--- config.mk ---
export PLATFORM = sky130hd
export DESIGN_NAME = mux_gate_arbiter
export DESIGN_NICKNAME = d
export VERILOG_FILES = /design/src/rtl/mux_gate_pkg.sv /design/src/rtl/Mux2x1.sv /design/src/rtl/mux_gate_cfg.sv /design/src/rtl/mux_gate_arbiter.sv
export SDC_FILE = /design/constraint.sdc
export NUM_CORES = 1
export LEC_CHECK = 0
export CAP_MARGIN = 20
export CORE_MARGIN = 1.5
export CORE_UTILIZATION = 30
export CTS_BUF_LIST = sky130_fd_sc_hd__clkbuf_4 sky130_fd_sc_hd__clkbuf_8
export DETAILED_ROUTE_END_ITERATION = 10
export PLACE_DENSITY_LB_ADDON = 0.25
export SYNTH_ARGS = -nofsm -noshare
export SYNTH_HDL_FRONTEND = slang
export SYNTH_SLANG_ARGS = --single-unit
--- constraint.sdc ---
create_clock -name clk -period 3.8 [get_ports clk]
set_clock_uncertainty 0.2 [all_clocks]
set_input_delay 0.76 -clock clk [delete_from_list [all_inputs] [get_ports clk]]
set_output_delay 0.76 -clock clk [all_outputs]
set_load 0.005 [all_outputs]
--- src/rtl/mux_gate_pkg.sv ---
// Shared definitions for the mux-gate arbiter: op codes, FSM state encoding
// and a small op-decoding helper.
package mux_gate_pkg;

    // Op codes carried on req_op; each maps to an (i0, i1) pair per slice.
    localparam logic [2:0] OP_AND  = 3'd0;
    localparam logic [2:0] OP_OR   = 3'd1;
    localparam logic [2:0] OP_NAND = 3'd2;
    localparam logic [2:0] OP_NOR  = 3'd3;
    localparam logic [2:0] OP_NOT  = 3'd4;
    localparam logic [2:0] OP_XOR  = 3'd5;
    localparam logic [2:0] OP_XNOR = 3'd6;
    localparam logic [2:0] OP_ILL  = 3'd7;

    // Result register occupancy.
    typedef enum logic {
        ST_EMPTY = 1'b0,
        ST_FULL  = 1'b1
    } state_t;

    // True for the one op code that has no gate function.
    function automatic logic isIllegal(input logic [2:0] op);
        return op == OP_ILL;
    endfunction

endpackage

--- src/rtl/Mux2x1.sv ---
// Single-bit 2:1 multiplexer; one slice of the shared gate datapath.
module Mux2x1 (
    input  logic i0,
    input  logic i1,
    input  logic s,
    output logic y
);

    assign y = s ? i1 : i0;

endmodule

--- src/rtl/mux_gate_cfg.sv ---
// Translates an op code and operand B into the per-bit i0/i1 inputs of the
// Mux2x1 slices. Operand A drives the slice selects, so every op becomes
// "pick i1 where a=1, i0 where a=0".
module mux_gate_cfg
    import mux_gate_pkg::*;
#(
    parameter int WIDTH = 8
) (
    input  logic [2:0]       op,
    input  logic [WIDTH-1:0] b,
    output logic [WIDTH-1:0] i0,
    output logic [WIDTH-1:0] i1
);

    // Select the slice data inputs for the requested op.
    always_comb begin
        // NOTE: every output gets a default before the case so no path infers a latch.
        i0 = '0;
        i1 = '0;
        unique case (op)
            OP_AND:  begin i0 = '0;  i1 = b;  end
            OP_OR:   begin i0 = b;   i1 = '1; end
            OP_NAND: begin i0 = '1;  i1 = ~b; end
            OP_NOR:  begin i0 = ~b;  i1 = '0; end
            OP_NOT:  begin i0 = '1;  i1 = '0; end
            OP_XOR:  begin i0 = b;   i1 = ~b; end
            OP_XNOR: begin i0 = ~b;  i1 = b;  end
            OP_ILL:  begin i0 = '0;  i1 = '0; end
            default: begin i0 = '0;  i1 = '0; end
        endcase
    end

endmodule

--- src/rtl/mux_gate_arbiter.sv ---
// Round-robin arbiter sharing one WIDTH-bit Mux2x1 gate unit among NREQ
// requesters, with a one-deep registered result on a valid/ready port.
// Optional feature: define MUX_GATE_ERR_EN to add the resp_err output,
// which flags results produced from the illegal op code.
module mux_gate_arbiter
    import mux_gate_pkg::*;
#(
    parameter  int NREQ  = 4,
    parameter  int WIDTH = 8,
    localparam int IDW   = $clog2(NREQ)
) (
    input  logic                  clk,
    input  logic                  rst_n,
    input  logic [NREQ-1:0]       req_valid,
    output logic [NREQ-1:0]       req_ready,
    input  logic [3*NREQ-1:0]     req_op,
    input  logic [WIDTH*NREQ-1:0] req_a,
    input  logic [WIDTH*NREQ-1:0] req_b,
    output logic                  resp_valid,
    input  logic                  resp_ready,
    output logic [IDW-1:0]        resp_id,
    output logic [WIDTH-1:0]      resp_data
`ifdef MUX_GATE_ERR_EN
    ,
    output logic                  resp_err
`endif
);

    state_t           state;
    state_t           nextState;
    logic [IDW-1:0]   ptr;
    logic [IDW-1:0]   winner;
    logic             found;
    logic             anyValid;
    logic             grantAllowed;
    logic             doGrant;
    logic [2:0]       selOp;
    logic [WIDTH-1:0] selA;
    logic [WIDTH-1:0] selB;
    logic [WIDTH-1:0] sliceI0;
    logic [WIDTH-1:0] sliceI1;
    logic [WIDTH-1:0] muxOut;

    assign anyValid = |req_valid;

    // Round-robin search: first valid requester at or after ptr, wrapping.
    always_comb begin
        found  = 1'b0;
        winner = '0;
        for (int i = 0; i < NREQ; i++) begin
            if (!found && req_valid[(int'(ptr) + i) % NREQ]) begin
                found  = 1'b1;
                winner = IDW'((int'(ptr) + i) % NREQ);
            end
        end
    end

    // A grant may only happen when the result slot is free or being drained this cycle.
    always_comb begin
        grantAllowed = rst_n && ((state == ST_EMPTY) || resp_ready);
        doGrant      = grantAllowed && found;
        req_ready    = doGrant ? (NREQ'(1) << winner) : '0;
    end

    // Route the winner's operands to the shared gate unit.
    always_comb begin
        selOp = req_op[3*int'(winner) +: 3];
        selA  = req_a[WIDTH*int'(winner) +: WIDTH];
        selB  = req_b[WIDTH*int'(winner) +: WIDTH];
    end

    mux_gate_cfg #(
        .WIDTH (WIDTH)
    ) u_cfg (
        .op (selOp),
        .b  (selB),
        .i0 (sliceI0),
        .i1 (sliceI1)
    );

    for (genvar k = 0; k < WIDTH; k++) begin : g_slice
        Mux2x1 u_mux (
            .i0 (sliceI0[k]),
            .i1 (sliceI1[k]),
            .s  (selA[k]),
            .y  (muxOut[k])
        );
    end

    // FSM state register.
    always_ff @(posedge clk) begin
        // NOTE: non-blocking assignments keep every flop sampling pre-edge values.
        if (!rst_n) state <= ST_EMPTY;
        else        state <= nextState;
    end

    // FSM next state: fill on any request, drain when consumed with nothing new.
    always_comb begin
        nextState = state;
        unique case (state)
            ST_EMPTY: if (anyValid) nextState = ST_FULL;
            ST_FULL:  if (resp_ready && !anyValid) nextState = ST_EMPTY;
            default:  nextState = ST_EMPTY;
        endcase
    end

    // FSM outputs: the result port is valid exactly while the slot is full.
    always_comb begin
        resp_valid = (state == ST_FULL);
    end

    // Round-robin pointer advances past the winner on each grant only.
    always_ff @(posedge clk) begin
        if (!rst_n)       ptr <= '0;
        else if (doGrant) ptr <= (winner == IDW'(NREQ - 1)) ? '0 : winner + 1'b1;
    end

    // Result register: load on grant, otherwise hold for the consumer.
    always_ff @(posedge clk) begin
        // NOTE: the result register is reset because its contents are observable outputs.
        if (!rst_n) begin
            resp_id   <= '0;
            resp_data <= '0;
        end else if (doGrant) begin
            resp_id   <= winner;
            resp_data <= muxOut;
        end
    end

`ifdef MUX_GATE_ERR_EN
    // Error flag travels with the result it describes.
    always_ff @(posedge clk) begin
        if (!rst_n)       resp_err <= 1'b0;
        else if (doGrant) resp_err <= isIllegal(selOp);
    end
`endif

endmodule
==> results of run 1 <==
## timing repair
item / in CTS / in global routing
resized for setup: 0 / 14
endpoints found under the hold margin: 0 / 0
setup endpoints to repair: 0 / 9
hold buffers: 0 / 0
## registers in the layout, indices dropped and copies added (netlist names)
| name | flops |
|---|---|
| ptr | 2 |
| resp_data | 8 |
| resp_id | 2 |
| resp_valid | 1 |
## stage by stage
stage          hold WS (ps)  setup WS, ps  TNS, ps  utilization
3_3_place_gp          268.2        -24.98   -28.60       0.5160
2_1_floorplan         269.1         590.0        0            -
5_1_grt               303.8         3.820        0       0.5316
4_1_cts               285.2         27.66        0       0.5238
6_report              278.2         96.17        0       0.5316
3_5_place_dp          271.9        -131.5   -221.2       0.5160
## logic make-up after synthesis
logic type | Yosys count
AOI/OAI and AO/OA | 85
and+or+nand+nor | 105
muxes | 21
buffers and inverters | 22
DFF | 13
xor gates and xnor gates | 9
adders and majority gates | 4
## power by group through the flow
stage / logic (W) / registers [W] / clock network (W)
detailed placement: 0.00116 / 0.000218 / 0
global placement: 0.00113 / 0.000219 / 0
floorplan: 0.000699 / 0.000206 / 0
global route: 0.00129 / 0.000225 / 0.000145
CTS: 0.00116 / 0.000216 / 0.000139
finish: 0.00118 / 0.000218 / 0.000137
## worst min-delay path, cell delays in order, from the launching register on
cell and delay (ps):
dfxtp_1 310, nand3_1 50, o21ai_0 60
## layout make-up
class                           count  share of cell area
Multi-Input combinational cell    224              0.4754
Timing Repair Buffer              140              0.3997
Sequential cell                    13             0.07799
Tap cell                           77             0.02887
Clock buffer                        4             0.01462
Inverter                            3            0.003375
## path summary, 6_finish.rpt
path,startpoint,to,slack (ps),depth (start not counted)
min reg2reg,resp_id[1],resp_id[1],280,2
max,req_valid[2],req_ready[3],100,9
max reg2reg,ptr[1],resp_data[4],770,9
min,resp_id[1],resp_id[1],280,2
## metal layers
layer  track usage  wire (µm)  vias to the layer above
li1              -          -                     1247
met1        0.2318       2874                     1140
met2        0.3688       3652                       80
met3       0.03678        329                       12
met4       0.05152        158                        0
met5             0          0                        -
## cell usage in the layout, fill, tap and decap left out, drive strengths merged, types with 4 or more instances in the layout
| master | instances |
|---|---|
| a21oi | 14 |
| and3 | 19 |
| buf | 43 |
| xnor2 | 8 |
| mux2 | 7 |
| clkbuf | 4 |
| a2111oi | 7 |
| dfxtp | 13 |
| mux2i | 14 |
| nor3b | 4 |
| nand3 | 12 |
| nand2 | 18 |
| and2 | 4 |
| o21ai | 21 |
| nor2b | 4 |
| nor2 | 26 |
| ha | 4 |
| clkdlybuf4s50 | 96 |
| a211oi | 24 |
| nor4 | 12 |
==> results_dict.tcl, run 1 <==
set metrics [dict create \
    status "completed" \
    p_per_area_mw_per_mm2 458.9 \
    switchingPower_w 0.0006601 \
    synth.mux.area_fraction 0.1136 \
    fin_nets 472 \
    slew_violations 0 \
    synth_seq_area_share 0.1350 \
    via_per_inst 5.377 \
    slew_headroom 0.5743 \
    routed_wl_um 7015 \
    ys_seq_elements 13 \
    final.min_clock_period_ps 3704 \
    hold_class "flip-flop to flip-flop" \
    fin_cells 461 \
    intPower_w 0.0008712 \
    critPathMaxFanout 6 \
    synth_top_family_by_area "compound AO/OA/AOI/OAI gates" \
    startpoint_type "input port" \
    first_pass_iters 4 \
    slowest_delay_ps 440 \
    synth-simple-area-share 0.3050 \
    n_antenna_cell 0 \
    clkLatencyLatePin_ps 250 \
    path_buf_inv 4 \
    core_area_mm2 0.006277 \
    first_global_vias 2492 \
    cpLargestDelayFamily "buffers and inverters" \
    setup_violations 0 \
    crit_top_cell "clkdlybuf4s50_1" \
    syn_inst 259 \
    die_area_mm2 0.006917 \
    fmax_ghz 0.2700 \
    synth_cell_types 49 \
    crit_chain "clkdlybuf4s50_1, nor2b_4, buf_4, a211o_1, nand2_4, inv_2, ha_1, and2_1, clkdlybuf4s50_1" \
    required_ps 2840 \
    clk_pin_slew_ps 60 \
    vias 2479 \
    synth_flop_cell "dfxtp_1" \
    seqCellArea_um2 260.3 \
    grt_antenna_before_repair 0 \
    cts_buffers 3 \
    detail_route.wl_per_cell_um 15.22 \
    yosysTopAreaCellShare 0.1350 \
    yosysMostFrequentCell "a211oi_1" \
    fin_area_mm2 0.003337 \
    hold_viol_final 0 \
    grt_first_pass_wirelength_um 11410 \
    total_power_w 0.001531 \
    crit_type "input port to output pin" \
    p_seq_frac 0.142 \
    io_pins 98 \
    combPwrFrac 0.769 \
    syn_nets 346 \
    cp-end-kind "output pin" \
    cp.arrival_ps 2740 \
    cts_setup_buffers 0 \
    swShare 0.4311 \
    yosysTopAreaCell "dfxtp_1" \
    synth_xor_area_frac 0.04088 \
    ys_warn_count 0 \
    fin_crit_sh 0.9747 \
    gr-total-overflow 0 \
    grt_max_degree 32 \
    synth_common_cells "a211oi_1 (24), nor2_1 (23), and3_1 (18), o21ai_0 (17), nand2_1 (15)" \
    crit_slowest_cell "clkdlybuf4s50_1" \
    die_w_um 83.17 \
    synthAdderAreaFrac 0.02596 \
    worst_pin_slew_ps 634.4 \
    irDropWorstVdd_v 0.0002139 \
    synthArstFlopShare 0 \
    fillCellCount 596 \
    drt-initial-drc-count 68 \
    drv_cap 0 \
    clockBufferDepth 2 \
    synth.avg_cell_area_um2 7.444 \
    drcViolationCount 0 \
    clockRootBuffer "clkbuf_8" \
    antenna_left 0 \
    start_util 0.3072 \
    cts_sinks 13 \
    pwr-share-clk 0.089 \
    rsz0062_at_grt "no" \
    syn_to_final_growth_pct 73.07 \
    placed_area_mm2 0.003239 \
    synth-compound-area-share 0.3134 \
    grt.total_usage 0.1983 \
    place_inst 457 \
    floorplan.rows 29 \
    tritoncts "yes" \
    hpwl_um 5494 \
    synth-edff-count 0 \
    multi_input_area_mm2 0.001587 \
    die_y_um 83.17 \
    htree_levels 1 \
    netlist_area_mm2 0.001928 \
    portBuffers 97 \
    drive_gt1_frac 0.1953 \
    p_leak_nw 1.318 \
    synthTopCellsByArea "dfxtp_1 (13%), a211oi_1 (9.3%), mux2i_1 (7.3%)" \
    gp_congestion 0.8259 \
]
No activity file was read; power rests on OpenSTA's default activity.
==> run 2, diff against run 1 <==
Settings changed: CORE_UTILIZATION 30 to 60, DONT_BUFFER_PORTS from default to 1, PLACE_DENSITY_LB_ADDON 0.25 to 0.12.
==> results_dict.tcl, run 2 (synthesized netlist as in run 1, its figures left out) <==
set metrics [dict create \
    rsz0062_at_grt "no" \
    cts_resized 0 \
    final.min_clock_period_ps 3389 \
    vias 1986 \
    drt-initial-drc-count 132 \
    cp-end-kind "flip-flop" \
    routed_wl_um 5280 \
    hold_end "resp_id[1]" \
    r2r-start "ptr[1]" \
    gp_congestion 0.8234 \
    die_w_um 59.69 \
    critPathMaxFanout 18 \
    gr-total-overflow 0 \
    grt_antenna_before_repair 0 \
    ff2ff_path_depth 8 \
    cts_setup_buffers 0 \
    cp.arrival_ps 3350 \
    syn_to_final_growth_pct 1.882 \
    crit_type "input port to flip-flop" \
    fmax_ghz 0.2951 \
    clockRootBuffer "clkbuf_4" \
    detail_route.wl_per_cell_um 17.78 \
    hold_start "resp_id[1]" \
    die_y_um 59.69 \
    hold_depth 2 \
    status "completed" \
    p_per_area_mw_per_mm2 577.4 \
    finalSetupTns_ps 0 \
    portBuffers 0 \
    reg_top3 "resp_data: 8 flops, ptr: 2 flops, resp_id: 2 flops" \
    cts_buffers 3 \
    fin_nets 341 \
    setup_violations 0 \
    die_area_mm2 0.003562 \
    via_per_inst 6.687 \
    required_ps 3770 \
    first_global_vias 1671 \
    clk_pin_slew_ps 90 \
    drive_gt1_frac 0.1344 \
    start_util 0.6316 \
    final_cell_mix "a211oi_1 (24), nor2_1 (23), and3_1 (18)" \
    tritoncts "yes" \
    hold_class "flip-flop to flip-flop" \
    final_common_cell "a211oi_1" \
    first_pass_iters 4 \
    holdBufCountCts 0 \
    fillCellCount 290 \
    largest_reg_flops 8 \
    drv_cap 0 \
    drcViolationCount 0 \
    grt.total_usage 0.2909 \
    slew_violations 0 \
    r2r-end "resp_data[5]" \
    hpwl_um 3989 \
    hold_viol_final 0 \
    worst-r2r-setup-slack_ps 480 \
    n_antenna_cell 0 \
    antenna_left 0 \
    pre_cts_slack_ps 122.0 \
    htree_levels 1 \
    clkLatencyLatePin_ps 260 \
    cts_sinks 13 \
    grt_max_degree 34 \
    clockBufferDepth 2 \
    slew_headroom 0.5322 \
    worst_pin_slew_ps 700.7 \
    grt_first_pass_wirelength_um 7928 \
    core_area_mm2 0.003053 \
    fin_crit_sh 0.8918 \
    p_leak_nw 0.7320 \
    startpoint_type "input port" \
    finalWorstSetupSlack_ps 411.0 \
    irDropWorstVdd_v 0.0003332 \
    top_register "resp_data" \
    io_pins 98 \
    floorplan.rows 20 \
]
-- run 2: cell count changes in the layout (fill, tap and decap cells not counted), sizes merged --
cell,change
buf,-34
clkdlybuf4s50,-96
dlymetal6s2s,-1
-- run 2: area by class of cell --
type                    instances  area, µm²  area share
repair buffers                  9      67.56     0.03439
inverters                       3      11.26    0.005732
well taps                      44      55.05     0.02803
clock buffers                   4      30.03     0.01529
flip-flops and latches         13      260.3      0.1325
multi-input cells             224       1540      0.7841
-- run 2: power by group --
group          total [W]  internal [W]  switching [W]
Combinational   0.000817      0.000334       0.000483
Clock          0.0000940     0.0000478      0.0000462
Sequential      0.000223      0.000178      0.0000450
Total            0.00113      0.000560       0.000574
-- run 2: critical path, cell delays in order --
cell       delay [ps]
nor2b_4           130
or4b_1            810
buf_4             290
and3_1            170
a211oi_1          370
nor2_1            170
xnor2_1           160
a2111oi_0         420
nor3_1             80
-- run 2: per-layer routing --
layer / global-route usage / wire length [µm] / part of all wire / vias to the layer above
li1: - / - / - / 989
met1: 0.4111 / 2423 / 0.46 / 895
met2: 0.4736 / 2321 / 0.44 / 100
met3: 0.05844 / 521 / 0.099 / 2
met4: 0.02857 / 12 / 0.0023 / 0
met5: 0 / 0 / 0 / -
-- run 2: worst max-delay path by stage --
stage	from	end	slack [ps]	depth (start not counted)
global placement	req_valid[2]	resp_data[5]	220	9
floorplan	req_valid[2]	resp_data[5]	590	10
CTS	req_valid[2]	resp_data[5]	400	9
detailed placement	req_valid[2]	resp_data[5]	120	9
finish	req_valid[2]	resp_data[5]	410	9
global route	req_valid[2]	req_ready[3]	230	6
-- run 2: through the flow --
step	power, W	area, µm²	std cells	hold WS, ps	utilization
3_5_place_dp	0.001032	1934	293	301.3	0.6336
6_report	0.001134	1964	297	310.2	0.6434
4_1_cts	0.001127	1964	297	313.2	0.6434
2_1_floorplan	0.0009056	1928	259	269.1	-
5_1_grt	0.001230	1964	297	341.0	0.6434
3_3_place_gp	0.001020	1934	293	288.6	0.6336
